## config.mk

```make
export PLATFORM = sky130hd
export DESIGN_NAME = regfile_sb
export DESIGN_NICKNAME = d
export VERILOG_FILES = /design/src/rtl/regfile_sb.sv
export SDC_FILE = /design/constraint.sdc
export NUM_CORES = 1
export LEC_CHECK = 0
export BUFFER_PORTS_ARGS = -buffer_cell sky130_fd_sc_hd__buf_2
export CORE_UTILIZATION = 59
export DETAILED_ROUTE_END_ITERATION = 10
export PLACE_DENSITY_LB_ADDON = 0.2
export SYNTH_ARGS = -nofsm -noshare
export SYNTH_HDL_FRONTEND = slang
export SYNTH_SLANG_ARGS = --single-unit
```

## constraint.sdc

```tcl
create_clock -name clk -period 3.1 [get_ports clk]
set_input_delay 0.465 -clock clk [delete_from_list [all_inputs] [get_ports clk]]
set_output_delay 0.465 -clock clk [all_outputs]
set_load 0.05 [all_outputs]
```

## src/rtl/regfile_sb.sv

```systemverilog
`default_nettype none
// ============================================================================
// Module   : regfile_sb
// Purpose  : 2^ADDR_W x DATA_W register file with two async read ports,
//            one sync write port, optional zero R0, optional write bypass,
//            and a per-register pending scoreboard with a live busy count.
// Revision : 1.0  initial release
// ============================================================================
module regfile_sb #(
    parameter int DATA_W   = 8,
    parameter int ADDR_W   = 2,
    parameter int ZERO_REG = 0,
    parameter int BYPASS   = 1
) (
    input  logic                  clk,
    input  logic                  rst,
    input  logic                  we,
    input  logic [ADDR_W-1:0]     wa,
    input  logic [DATA_W-1:0]     wd,
    input  logic                  iss,
    input  logic [ADDR_W-1:0]     ia,
    input  logic [ADDR_W-1:0]     ra1,
    input  logic [ADDR_W-1:0]     ra2,
    output logic [DATA_W-1:0]     rd1,
    output logic [DATA_W-1:0]     rd2,
    output logic                  rv1,
    output logic                  rv2,
    output logic [(1<<ADDR_W)-1:0] busy,
    output logic [ADDR_W:0]       busy_cnt
);

    localparam int c_DEPTH = 1 << ADDR_W;

    logic [c_DEPTH-1:0][DATA_W-1:0] w_mem;
    logic [c_DEPTH-1:0]             r_busy;
    logic [c_DEPTH-1:0]             w_busy_nxt;
    logic [ADDR_W:0]                r_busy_cnt;
    logic [ADDR_W:0]                w_cnt_nxt;
    logic                           w_wr_zero;
    logic                           w_hit1;
    logic                           w_hit2;

    genvar gi;
    generate
        for (gi = 0; gi < c_DEPTH; gi++) begin : g_reg
            if (ZERO_REG != 0 && gi == 0) begin : g_zero
                assign w_mem[gi] = '0;
            end else begin : g_store
                logic [DATA_W-1:0] r_q;
                always_ff @(posedge clk or posedge rst) begin
                    if (rst)
                        r_q <= '0;
                    else if (we && wa == ADDR_W'(gi))
                        r_q <= wd;
                end
                assign w_mem[gi] = r_q;
            end
        end
    endgenerate

    // Issue is applied after write-back so a same-address pair leaves the
    // register pending: the newly issued producer owns it.
    always_comb begin
        w_busy_nxt = r_busy;
        if (we)
            w_busy_nxt[wa] = 1'b0;
        if (iss)
            w_busy_nxt[ia] = 1'b1;
        if (ZERO_REG != 0)
            w_busy_nxt[0] = 1'b0;
    end

    always_comb begin
        w_cnt_nxt = '0;
        for (int i = 0; i < c_DEPTH; i++)
            w_cnt_nxt = w_cnt_nxt + (ADDR_W+1)'(w_busy_nxt[i]);
    end

    always_ff @(posedge clk or posedge rst) begin
        if (rst) begin
            r_busy     <= '0;
            r_busy_cnt <= '0;
        end else begin
            r_busy     <= w_busy_nxt;
            r_busy_cnt <= w_cnt_nxt;
        end
    end

    // Bypass is suppressed during reset so reads hold at zero while rst is high.
    assign w_wr_zero = (ZERO_REG != 0) && (wa == '0);
    assign w_hit1    = (BYPASS != 0) && !rst && we && !w_wr_zero && (wa == ra1);
    assign w_hit2    = (BYPASS != 0) && !rst && we && !w_wr_zero && (wa == ra2);

    always_comb begin
        rd1 = w_hit1 ? wd : w_mem[ra1];
        rv1 = w_hit1 || !r_busy[ra1];
        if (ZERO_REG != 0 && ra1 == '0) begin
            rd1 = '0;
            rv1 = 1'b1;
        end
    end

    always_comb begin
        rd2 = w_hit2 ? wd : w_mem[ra2];
        rv2 = w_hit2 || !r_busy[ra2];
        if (ZERO_REG != 0 && ra2 == '0) begin
            rd2 = '0;
            rv2 = 1'b1;
        end
    end

    assign busy     = r_busy;
    assign busy_cnt = r_busy_cnt;

endmodule
`default_nettype wire

```

==> metrics.csv <==
stage,metric,value,unit
run_status,status,finished clean,
synthesis,Syn Inst Count,139,
cts,H-tree depth,2,
setup_path,CP Capture Type,output port,
synthesis,Synth Register Bits,39,
power,Clk network pwr share,19.3,%
power,cell internal pwr,1.08,mW
grt,busiest grt layer,met2,
floorplan,Initial Util,62.0,%
cts,Clock Path Buffers,2,
floorplan,die height,64.5,um
drt,DRC viols,0,
place,Placer Congestion,0.757,
power,Max VDD drop,436,uV
sta,setup violators final,0,
grt,largest net degree at the start of global routing,21,
layout,Post-Route Utilization,71.0,%
setup_path,critical-path cell list,buf_2 > mux4_2 > mux2_4 > buf_2,
synthesis,top area cells in the synthesized netlist,"dfrtp_1 42%, mux2_2 17%, mux4_2 16%, mux2_4 9.1%, xnor2_2 2.8%",
layout,ant diodes,0,
cts,clk sinks,39,
drt,DRT Wirelength,4.50,mm
grt,GR Util met2,38.9,%
power,Final Total Pwr,1.77,mW
sta,Slew @ Worst Pin,0.743,ns
layout,Area growth syn-to-layout,14.6,%
grt,routing usage on met3,4.40,%
sta,fin. max-slew vios,0,
floorplan,number of placed I/O pins,45,
layout,nets,210,
sta,RSZ-0062 raised after global routing,false,
floorplan,die area,4160,um2
setup_path,WP data required,2.63,ns
drt,TritonRoute pass-1 iters,4,
sta,final hold violations,0,
setup_path,Top delay family on crit path,multiplexers,
place,Final HPWL DP,3.20,mm
grt,first-pass GRT wire length,7.27,mm
cts,"Clk Latency, worst-skew pair",0.28,ns
floorplan,Std-Cell Rows,22,
floorplan,area of the core,3720,um2
drt,First DRT Iteration DRCs,53,
setup_path,critical path's largest stage delay,0.57,ns
layout,layout cells sized above 1,69.0,%
synthesis,syn nets,162,
power,part of the power in combinational logic,42.2,%
sta,Layout Skew,0.000935,ns
setup_path,worst setup path class,input port to output port,
place,IO buf count,44,
cts,Root Buffer,clkbuf_8,
drt,Post-DRT Antenna Nets,0,
drt,Via density,5.94,
worst_hold_path,Hold Crit Class,input port to asynchronous set/reset pin,
sta,WHS,0.306,ns
setup_path,CP bufs+invs,2,
setup_path,Arrival @ worst endpoint,1.85,ns
flow_run,Max-Cap Viols,0,
setup_path,CP startpoint kind,input port,
cts,setup bufs post-CTS,0,
cts,Clock transition at path regs,0.07,ns
synthesis,"area leader, netlist",dfrtp_1,
cts,CTS tree,done,
power,pwr dens,672,nW/um2
power,leakage,1.22,nW
synthesis,Post-Syn Area,2300,um2
synthesis,Yosys cell types,20,
synthesis,syn avg cell area,16.6,um2
sta,Sum Neg Setup Slack,0,ns
grt,gr ovfl total,0,
synthesis,synthesis warning total,0,
synthesis,top-area cell type share of the netlist area,42.4,%
drt,WL/cell,19.1,um
place,Placed Cells incl. Taps,228,
setup_path,"most used cell, CP",buf_2,
power,register share of total power,38.4,%
cts,Num CTS Buffers,5,
drt,vias,1397,
layout,final std cells w/o fill,235,
synthesis,"Seq/Total Area, Yosys",42.4,%
floorplan,Die X-Extent,64.5,um
setup_path,slowest cell on the critical path,mux4_2,
grt,vias in the first global route,1423,
sta,post-route clock period utilization,74.6,%
cts,CTS resizes,0,
grt,initial antenna violation count,0,
sta,f_max,0.432,GHz
cts,CTS Hold Bufs,0,
sta,final period demand of the worst path,2.31,ns
grt,grt met1 use,34.7,%
setup_path,crit-path max FO,10,
power,Net Switching,0.690,mW
sta,relative slew slack,50.4,%
grt,gr usage total,24.3,%
power,Switching Share,38.9,%
[flip-flops by register name (all words and copies together), names as in the netlist]
name,count
busy,4
g.g_store.r_q,32
busy_cnt,3
[cell usage after synthesis]
cell type	count
dfrtp_1	39
mux2_2	34
mux4_2	16
mux2_4	14
nand2_1	6
buf_6	4
xnor2_2	4
inv_1	3
o21ai_0	3
buf_2	2
ha_1	2
mux4_1	2
nand3_4	2
nand3b_2	2
and2b_2	1
fa_1	1
nand2b_1	1
nand3_2	1
nor3b_4	1
o22ai_1	1
[cells in the final DEF, fill, tap and decap left out, types with 2 or more instances in the layout]
master and n:
o21ai_0 3, mux2_2 34, clkbuf_8 6, buf_2 44, xnor2_2 4, buf_4 3, mux2_4 14, inv_1 3
ha_1 2, dfrtp_1 39, nand3b_2 2, mux4_2 16, nand3_4 2, nand2_1 6, mux4_1 2
[final cells by class]
cell class | count | area [um2]
Clock buffer | 6 | 82.6
Clock inverter | 1 | 5.00
Fill cell | 257 | 1080
Inverter | 3 | 11.3
Multi-Input combinational cell | 91 | 1260
Sequential cell | 39 | 976
Tap cell | 48 | 60.1
Timing Repair Buffer | 47 | 243
[path summary, 6_finish.rpt]
path	startpoint	endpoint	slack (ns)	cells past startpoint
max	ra1[0]	rd1[3]	0.79	4
min	rst	g_reg[1].g_store.r_q[2]	0.31	2
max reg2reg	busy[0]	busy_cnt[1]	1.37	5
min reg2reg	g_reg[2].g_store.r_q[2]	g_reg[2].g_store.r_q[2]	0.53	1
max in group asynchronous	rst	g_reg[3].g_store.r_q[1]	2.04	3
min in group clk	ia[1]	busy[0]	0.44	2
[power by group through the flow]
| stage | registers, mW | logic, mW | clock network [mW] |
|---|---|---|---|
| 2_1_floorplan | 0.756 | 0.537 | 0 |
| 3_3_place_gp | 0.678 | 0.740 | 0 |
| 3_5_place_dp | 0.691 | 0.754 | 0 |
| 4_1_cts | 0.682 | 0.756 | 0.346 |
| 5_1_grt | 0.697 | 0.788 | 0.373 |
| 6_report | 0.682 | 0.749 | 0.343 |
[cell families after synthesis]
group	after synthesis	share of synthesized area (%)
buf+inv	9	2.88
compound gates	4	0.923
fa+ha+maj	3	1.96
simple gates	14	5.38
mux	66	43.7
flops	39	42.4
xor+xnor	4	2.82
[metal layers]
layer / wire length, um / up-vias
li1: - / 629
met5: 0 / -
met2: 2240 / 36
met3: 168 / 8
met4: 62 / 0
met1: 2030 / 724
[metrics by stage]
step / cell area [um2] / setup WS (ns)
after floorplan: 2300 / 0.873
after global placement: 2550 / 0.776
after detailed placement: 2550 / 0.735
after CTS: 2640 / 0.774
after global routing: 2640 / 0.734
final: 2640 / 0.787
Power figures use the tool's default switching activity.
